## src/rtl/seq0110_pkg.sv

```systemverilog
// seq0110_pkg: sync-sequence constants and framer state type shared by the 0110 link.
package seq0110_pkg;

    typedef enum logic [2:0] {IDLE, SYNC, DATA, PAR, GAP} tx_state_t;

    localparam logic [3:0] SYNC_PATTERN = 4'b0110;
    localparam int         SYNC_LEN     = 4;

    function automatic int max3(input int a, input int b, input int c);
        return a > b ? (a > c ? a : c) : (b > c ? b : c);
    endfunction

endpackage

```

## src/rtl/seq0110_framer_tx_if.sv

```systemverilog
// seq0110_framer_tx_if: producer handshake plus serial line of the 0110 framer.
interface seq0110_framer_tx_if #(
    parameter int DATA_W = 8
);
    logic [DATA_W-1:0] data_i;
    logic              valid_i;
    logic              ready_o;
    logic              out;
    logic              busy_o;
    logic              done_o;

    modport master (output data_i, valid_i, input ready_o, out, busy_o, done_o);
    modport slave  (input data_i, valid_i, output ready_o, out, busy_o, done_o);
endinterface

```

## src/rtl/seq0110_framer_tx_piso_shreg.sv

```systemverilog
// piso_shreg: parallel-in serial-out register with load and shift enables, MSB out.
module piso_shreg #(
    parameter int W = 8
) (
    input  logic         clk,
    input  logic         rst,
    input  logic         load,
    input  logic         shift,
    input  logic [W-1:0] din,
    output logic         msb
);
    logic [W-1:0] sr;

    always_ff @(posedge clk or posedge rst)
        if (rst) sr <= '0;
        else if (load) sr <= din;
        else if (shift) sr <= sr << 1;

    assign msb = sr[W-1];
endmodule

```

## src/rtl/seq0110_framer_tx.sv

```systemverilog
// seq0110_framer_tx: sends 0110 sync then the payload MSB first on a registered line.
// Define SEQ0110_TX_PARITY_EN to append an even-parity bit after the payload.
module seq0110_framer_tx
    import seq0110_pkg::*;
#(
    parameter int DATA_W = 8,
    parameter int GAP    = 1
) (
    input logic                clk,
    input logic                rst,
    seq0110_framer_tx_if.slave bus
);
    localparam int              CW        = $clog2(max3(DATA_W, GAP, SYNC_LEN) + 1);
    localparam logic [CW-1:0]   SYNC_LAST = CW'(SYNC_LEN - 1);
    localparam logic [CW-1:0]   DATA_LAST = CW'(DATA_W - 1);
    localparam logic [CW-1:0]   GAP_LAST  = CW'(GAP == 0 ? 0 : GAP - 1);
    localparam tx_state_t       POST      = GAP > 0 ? seq0110_pkg::GAP : IDLE;
`ifdef SEQ0110_TX_PARITY_EN
    localparam tx_state_t       AFTER     = PAR;
`else
    localparam tx_state_t       AFTER     = POST;
`endif

    tx_state_t     state, state_n;
    logic [CW-1:0] cnt, cnt_n;
    logic          out_r, out_n, load, shift, msb;

    assign load  = state == IDLE && bus.valid_i;
    assign shift = state_n == DATA;

    piso_shreg #(.W(DATA_W)) u_shreg (
        .clk  (clk),
        .rst  (rst),
        .load (load),
        .shift(shift),
        .din  (bus.data_i),
        .msb  (msb)
    );

`ifdef SEQ0110_TX_PARITY_EN
    logic par;

    always_ff @(posedge clk or posedge rst)
        if (rst) par <= 1'b0;
        else if (load) par <= ^bus.data_i;
`endif

    // out_n is the value the line shows once the state moves to state_n
    always_comb begin
        state_n = state;
        cnt_n   = cnt + 1'b1;
        out_n   = 1'b1;
        unique case (state)
            IDLE: begin
                cnt_n = '0;
                if (bus.valid_i) begin
                    state_n = SYNC;
                    out_n   = SYNC_PATTERN[SYNC_LEN-1];
                end
            end
            SYNC: begin
                if (cnt == SYNC_LAST) begin
                    state_n = DATA;
                    cnt_n   = '0;
                    out_n   = msb;
                end else out_n = SYNC_PATTERN[2'(SYNC_LEN - 2) - cnt[1:0]];
            end
            DATA: begin
                if (cnt == DATA_LAST) begin
                    state_n = AFTER;
                    cnt_n   = '0;
`ifdef SEQ0110_TX_PARITY_EN
                    out_n   = par;
`endif
                end else out_n = msb;
            end
`ifdef SEQ0110_TX_PARITY_EN
            PAR: begin
                state_n = POST;
                cnt_n   = '0;
            end
`endif
            seq0110_pkg::GAP: begin
                if (cnt == GAP_LAST) begin
                    state_n = IDLE;
                    cnt_n   = '0;
                end
            end
            default: begin
                state_n = IDLE;
                cnt_n   = '0;
            end
        endcase
    end

    always_ff @(posedge clk or posedge rst)
        if (rst) begin
            state <= IDLE;
            cnt   <= '0;
            out_r <= 1'b1;
        end else begin
            state <= state_n;
            cnt   <= cnt_n;
            out_r <= out_n;
        end

    assign bus.out     = out_r;
    assign bus.ready_o = state == IDLE;
    assign bus.busy_o  = state != IDLE;
`ifdef SEQ0110_TX_PARITY_EN
    assign bus.done_o  = state == PAR;
`else
    assign bus.done_o  = state == DATA && cnt == DATA_LAST;
`endif
endmodule

```

## src/flat_wrapper.sv

```systemverilog
// flat-port wrapper written by rule: the top's interface ports become plain ports
module seq0110_framer_tx_flat import seq0110_pkg::*;
#(
    parameter int DATA_W = 8,
    parameter int GAP    = 1
)
  (clk, rst, bus_data_i, bus_valid_i, bus_ready_o, bus_out, bus_busy_o, bus_done_o);
  seq0110_framer_tx_if #(.DATA_W(DATA_W)) bus_i ();
  input logic clk;
  input logic rst;
  input wire logic [$bits(bus_i.data_i)-1:0] bus_data_i;
  input wire logic [$bits(bus_i.valid_i)-1:0] bus_valid_i;
  output wire logic [$bits(bus_i.ready_o)-1:0] bus_ready_o;
  output wire logic [$bits(bus_i.out)-1:0] bus_out;
  output wire logic [$bits(bus_i.busy_o)-1:0] bus_busy_o;
  output wire logic [$bits(bus_i.done_o)-1:0] bus_done_o;
  assign bus_i.data_i = bus_data_i;
  assign bus_i.valid_i = bus_valid_i;
  assign bus_ready_o = bus_i.ready_o;
  assign bus_out = bus_i.out;
  assign bus_busy_o = bus_i.busy_o;
  assign bus_done_o = bus_i.done_o;
  seq0110_framer_tx #(.DATA_W(DATA_W), .GAP(GAP)) u_core (.clk(clk), .rst(rst), .bus(bus_i));
endmodule
```

## config.mk

```make
export PLATFORM = sky130hd
export DESIGN_NAME = seq0110_framer_tx_flat
export DESIGN_NICKNAME = d
export VERILOG_FILES = /design/src/rtl/seq0110_pkg.sv /design/src/rtl/seq0110_framer_tx_if.sv /design/src/rtl/seq0110_framer_tx_piso_shreg.sv /design/src/rtl/seq0110_framer_tx.sv /design/src/flat_wrapper.sv
export SDC_FILE = /design/constraint.sdc
export NUM_CORES = 1
export LEC_CHECK = 0
export ABC_AREA = 1
export BUFFER_PORTS_ARGS = -buffer_cell sky130_fd_sc_hd__clkbuf_2
export CORE_MARGIN = 10
export CORE_UTILIZATION = 53
export DETAILED_ROUTE_END_ITERATION = 10
export PLACE_DENSITY = 0.76
export SLEW_MARGIN = 20
export SYNTH_ARGS = -nofsm -noshare
export SYNTH_HDL_FRONTEND = slang
export SYNTH_HIERARCHICAL = 1
export SYNTH_SLANG_ARGS = --single-unit
```

## constraint.sdc

```tcl
create_clock -name clk -period 2 [get_ports clk]
set_input_delay 0.2 -clock clk [delete_from_list [all_inputs] [get_ports clk]]
set_output_delay 0.2 -clock clk [all_outputs]
set_load 0.01 [all_outputs]
```

# ---- Word level (Yosys, flattened, before mapping)
# Cells that the tools add are included.
dict set report op_classes {
  add_sub_neg 2
  magnitude_cmp 1
  n_eq_ne 6
  muxes 17
  reduce_logical 6
}
# cell count
set op_table {}
lappend op_table {{8-bit 2-to-1 mux} 2}
lappend op_table {{3-bit 2-to-1 mux} 4}
lappend op_table {{4-bit 2-to-1 mux} 3}
lappend op_table {{3-bit case mux with 4 select lines} 1}
lappend op_table {{4-bit case mux with 3 select lines} 1}
lappend op_table {{3-bit by 2-bit == test with 1-bit output (second input constant)} 2}
lappend op_table {{4-bit by 1-bit adder with 4-bit output (second input constant)} 1}
lappend op_table {{4-bit by 2-bit == test with 1-bit output (second input constant)} 1}
lappend op_table {{4-bit by 3-bit == test with 1-bit output (second input constant)} 1}
lappend op_table {{4-bit logical NOT} 1}
lappend op_table {{1-bit 2-to-1 mux} 4}
lappend op_table {{3-bit by 1-bit == test with 1-bit output (second input constant)} 1}
lappend op_table {{3-bit == test (second input constant)} 1}
lappend op_table {{3-bit logical NOT} 1}
lappend op_table {{2-bit by 3-bit less-than comparator with 1-bit output (second input constant)} 1}
lappend op_table {{1-bit case mux with 3 select lines} 1}
lappend op_table {{3-bit nonzero test} 1}
lappend op_table {{1-bit binary-select mux with 2-bit select} 1}
lappend op_table {{1-bit logical AND} 2}
lappend op_table {{2-bit nonzero test} 1}
lappend op_table {{2-bit subtractor (first input constant)} 1}
dict set report word_totals {
  regBits 16
  input_bits 11
  wordCells 36
}

# ---- Logic depth before layout (Yosys ltp)
dict set report logic_depth {
  word_depth 6
  depth_mapped 9
  ltp_nobuf 8
}

# ---- Cells and area by module
# The synthesis kept the hierarchy.
# mod n_inst cells_each area_each_um2 seq_area_each_um2
set modules_own_cells {}
lappend modules_own_cells {seq0110_framer_tx 1 70 515.5 201.4}
lappend modules_own_cells {piso_shreg 1 44 380.4 200.2}

# ---- Worst setup path after synthesis
# No wires, ideal clock.
dict set report synth_timing {
  kind {register to register}
  startpoint {reg u_core.cnt[0]}
  endpoint {reg u_core.u_shreg.sr[6]}
  arrival_time_ns 1.314
  path_slack_ns 0.617
  path_stages_with_launch 9
  path_buffers 1
  synth_period_minus_slack_ns 1.383
  cell_sequence {dfrtp_1 > ha_1 > nand3_1 > nand2_2 > nand2_1 > buf_4 > nor2_8 > nand2_1 > nand3_1}
}
dict set report synth_via {
  elab_chain_cells 5
  elab_cells_between_ends 9
  cone_classes {eq/ne (3); mux (4); reduce/logical (2)}
}
# element line_no
set synth_rtl {}
lappend synth_rtl {{from (decl)} seq0110_framer_tx.sv:25} ;# logic [CW-1:0] cnt, cnt_n;
lappend synth_rtl {{from (signal assigned)} seq0110_framer_tx.sv:103} ;# cnt <= cnt_n;
lappend synth_rtl {{4-bit by 3-bit == test with 1-bit output (tied with other cells)} seq0110_framer_tx.sv:69} ;# if (cnt == DATA_LAST) begin
lappend synth_rtl {{3-bit 2-to-1 mux, on equally long branches} {seq0110_framer_tx.sv:69, seq0110_framer_tx.sv:62, seq0110_framer_tx.sv:84}}
lappend synth_rtl {{3-bit case mux with 4 select lines *} seq0110_framer_tx.sv:53} ;# unique case (state)
lappend synth_rtl {{3-bit by 2-bit == test with 1-bit output *} seq0110_framer_tx.sv:29} ;# assign shift = state_n == DATA;
lappend synth_rtl {{via u_core.shift} seq0110_framer_tx.sv:26} ;# logic out_r, out_n, load, shift, msb;
lappend synth_rtl {{2-bit nonzero test (no line) *} -}
lappend synth_rtl {{to (signal assigned)} seq0110_framer_tx_piso_shreg.sv:16} ;# else if (load) sr <= din;
lappend synth_rtl {{to (signal assigned)} seq0110_framer_tx_piso_shreg.sv:17} ;# else if (shift) sr <= sr << 1;
lappend synth_rtl {{to (decl)} seq0110_framer_tx_piso_shreg.sv:12} ;# logic [W-1:0] sr;
# Mark *: on every way through the listed nets, which the timed path passes. The rest lies on a longest branch.
# A chain may end at the register's enable or synchronous reset.

# ---- Final worst setup path
dict set report layout_timing {
  startpoint {reg u_core.cnt[0]}
  endpoint {reg u_core.u_shreg.sr[3]}
}
# Same word-level chain as after synthesis.

==> flow_summary.ini <==
[status]
status = finished, final reports clean

[timing]
finalMaxSlewViolations = 0
tns_ns = 0
grt_setup_unrepaired = no
max-slew-margin-rel_pct = 75.0
fin_ws_ns = 0.344
tightestPinTransition_ns = 0.374
timing.final.crit_share_pct = 82.8
setup_viol = 0
fmax_ghz = 0.604
finalHoldViolCount = 0
period_needed_ns = 1.66
fin_skew_ns = 0.0102

[clocking]
cts_resized = 0
cts.sinks = 16
cts_buffer_depth = 2
cts.reportedPaths.clkPinSlew_ns = 0.09
numCtsBuffers = 3
cts_tree = yes
clk_latency_ns = 0.30
root_buffer = clkbuf_4
h-tree-depth = 1

[global_route]
gr-total-overflow = 0
grt_pass1_wl_mm = 3.39
grt.total_usage_pct = 12.1
antenna_found_initial = 0
grt_pass1_vias = 789
grt_max_degree = 11

[worst_setup_path]
critical_path.endpoint_type = flip-flop
cp_max_fo = 8
worst_setup_path_start_kind = flip-flop
cp_data_required_time_ns = 2.23
arrival_ns = 1.88
path_class = flip-flop to flip-flop

[yosys]
netlist_top_cells_area = dfrtp_1 (42%), nand3_1 (18%), nand2_1 (12%)
ys_types = 18
yosys_warnings = 6
synth_edf_count = 0
synthMostInstantiatedCell = nand3_1
netlist_area_um2 = 896
synth_area_per_cell_um2 = 7.86
syn_inst = 114
synth_seq_cells = 16
seq_area_frac_synth_pct = 44.8
async_flop_share_pct = 100
synth_nets = 127
ys.flop_type = dfrtp_1
synth_top_cell_by_area = dfrtp_1
synth_common_cells = nand3_1 (32), nand2_1 (28), dfrtp_1 (15), inv_1 (14), nor2_1 (4)
synth_top_area_share_pct = 41.9

[final_layout]
diodes = 0
nets = 147
fillers = 150
seq_area_um2 = 402
multiInputGateArea_um2 = 415
drive_above_1_share_pct = 21.8
syn2layout_area_growth_pct = 14.8

[place]
pre_cts_slack_ns = 0.353
dp_hpwl_mm = 1.52
place_congestion = 0.889
io_buffers = 14

[drt]
wl_mm = 1.84
vias = 780
viasPerCell = 5.23
postRouteAntennaNets = 0
drtIter0Drc = 11
drtPass1Iterations = 4
drc_errors = 0
wire_per_inst_um = 12.3

[floorplanning]
fp-row-count = 14
num_io_pins = 15
chipHeight_um = 61.1
core-area_um2 = 1560
die-area_um2 = 3740
dieWidth_um = 61.1
initial_core_util_pct = 57.5

[worst_hold_path]
hold_path.class = primary input to flip-flop

[power_and_ir_drop]
leakage_nw = 0.564
ir_drop_mv = 0.741
p_per_area_nw_per_um2 = 1410

[job]
drv_cap = 0
[critical path: stages, from the launching register on]
cell     delay [ns]
dfrtp_1        0.41
ha_1           0.23
nand3_1        0.22
nand2_2        0.15
nand2_1        0.24
nor2_8         0.21
nand2_1        0.07
nand3_1        0.07
[power by group]
part	internal, W	switching [W]	total, W	leakage, nW
combinational	0.000257	0.000429	0.000686	0.341
sequential	0.000464	0.0000906	0.000554	0.202
clock	0.000111	0.000102	0.000214	0.0210
[metrics by stage]
step	area, µm²	hold WS, ns	power [W]	util (%)	cells
after floorplan	896	0.0149	0.00106	-	114
after global placement	982	0.148	0.00122	63.0	144
after detailed placement	982	0.150	0.00125	63.0	144
after CTS	1030	0.103	0.00147	66.0	149
after global routing	1030	0.102	0.00159	66.0	149
final	1030	0.109	0.00145	66.0	149
[final timing paths]
check | start | to | slack [ns] | cells after the start
worst max-delay path | u_core/cnt[0] | u_core/u_shreg/sr[3] | 0.34 | 7
worst min-delay path | bus_data_i[0] | u_core/u_shreg/sr[0] | 0.11 | 3
worst max register to register | u_core/cnt[0] | u_core/u_shreg/sr[3] | 0.34 | 7
worst min register to register | u_core/u_shreg/sr[2] | u_core/u_shreg/sr[2] | 0.49 | 2
max in group asynchronous | rst | u_core/bus.out | 1.32 | 3
min in group asynchronous | rst | u_core/u_shreg/sr[1] | 0.38 | 3
[area by class of cell]
class | count | area share, %
multi-input combinational | 80 | 40.4
clock buffer | 4 | 3.53
tap | 16 | 1.95
timing repair buffer | 17 | 9.25
sequential | 16 | 39.1
inverter | 16 | 5.84
[layer usage]
layer	wire length (µm)	vias to the layer above	GRT usage, %	part of all wire (%)
met5	0	-	0	0
met4	29	0	5.21	1.6
met3	135	4	5.56	7.3
met2	865	19	18.6	47
met1	809	350	14.1	44
li1	-	407	-	-
[flip-flops by register name, indices dropped and copies added, names as in the netlist]
name	flops
u_core/state	3
u_core/bus.out	1
u_core/cnt	4
u_core/u_shreg/sr	8
[cell families (layout without fill, tap and decap cells)]
kind of cell    Yosys count  after routing  synth area share [%]
xor+xnor                  3              3                  2.93
compound gates            5              5                  2.79
simple gates             70             70                  37.8
buf+inv                  18             37                  8.80
fa+ha+maj                 2              2                  2.79
flops                    16             16                  44.8
[placed cells by master, fill, tap and decap left out]
master         instances
a21oi_1                2
buf_4                  2
clkbuf_2              14
clkbuf_4               3
clkbuf_8               1
dfrtp_1               15
dfstp_2                1
dlygate4sd3_1          1
ha_1                   2
inv_1                 14
inv_2                  2
nand2_1               28
nand2_2                2
nand3_1               32
nand3_2                1
nor2_1                 4
nor2_2                 1
nor2_8                 1
nor3_2                 1
o21ai_0                3
xor2_1                 3
[timing repair]
action,in CTS,in global routing
hold buffers,1,0
hold endpoints to repair,15,0
setup buffers,0,0
Power figures use the tool's default switching activity.
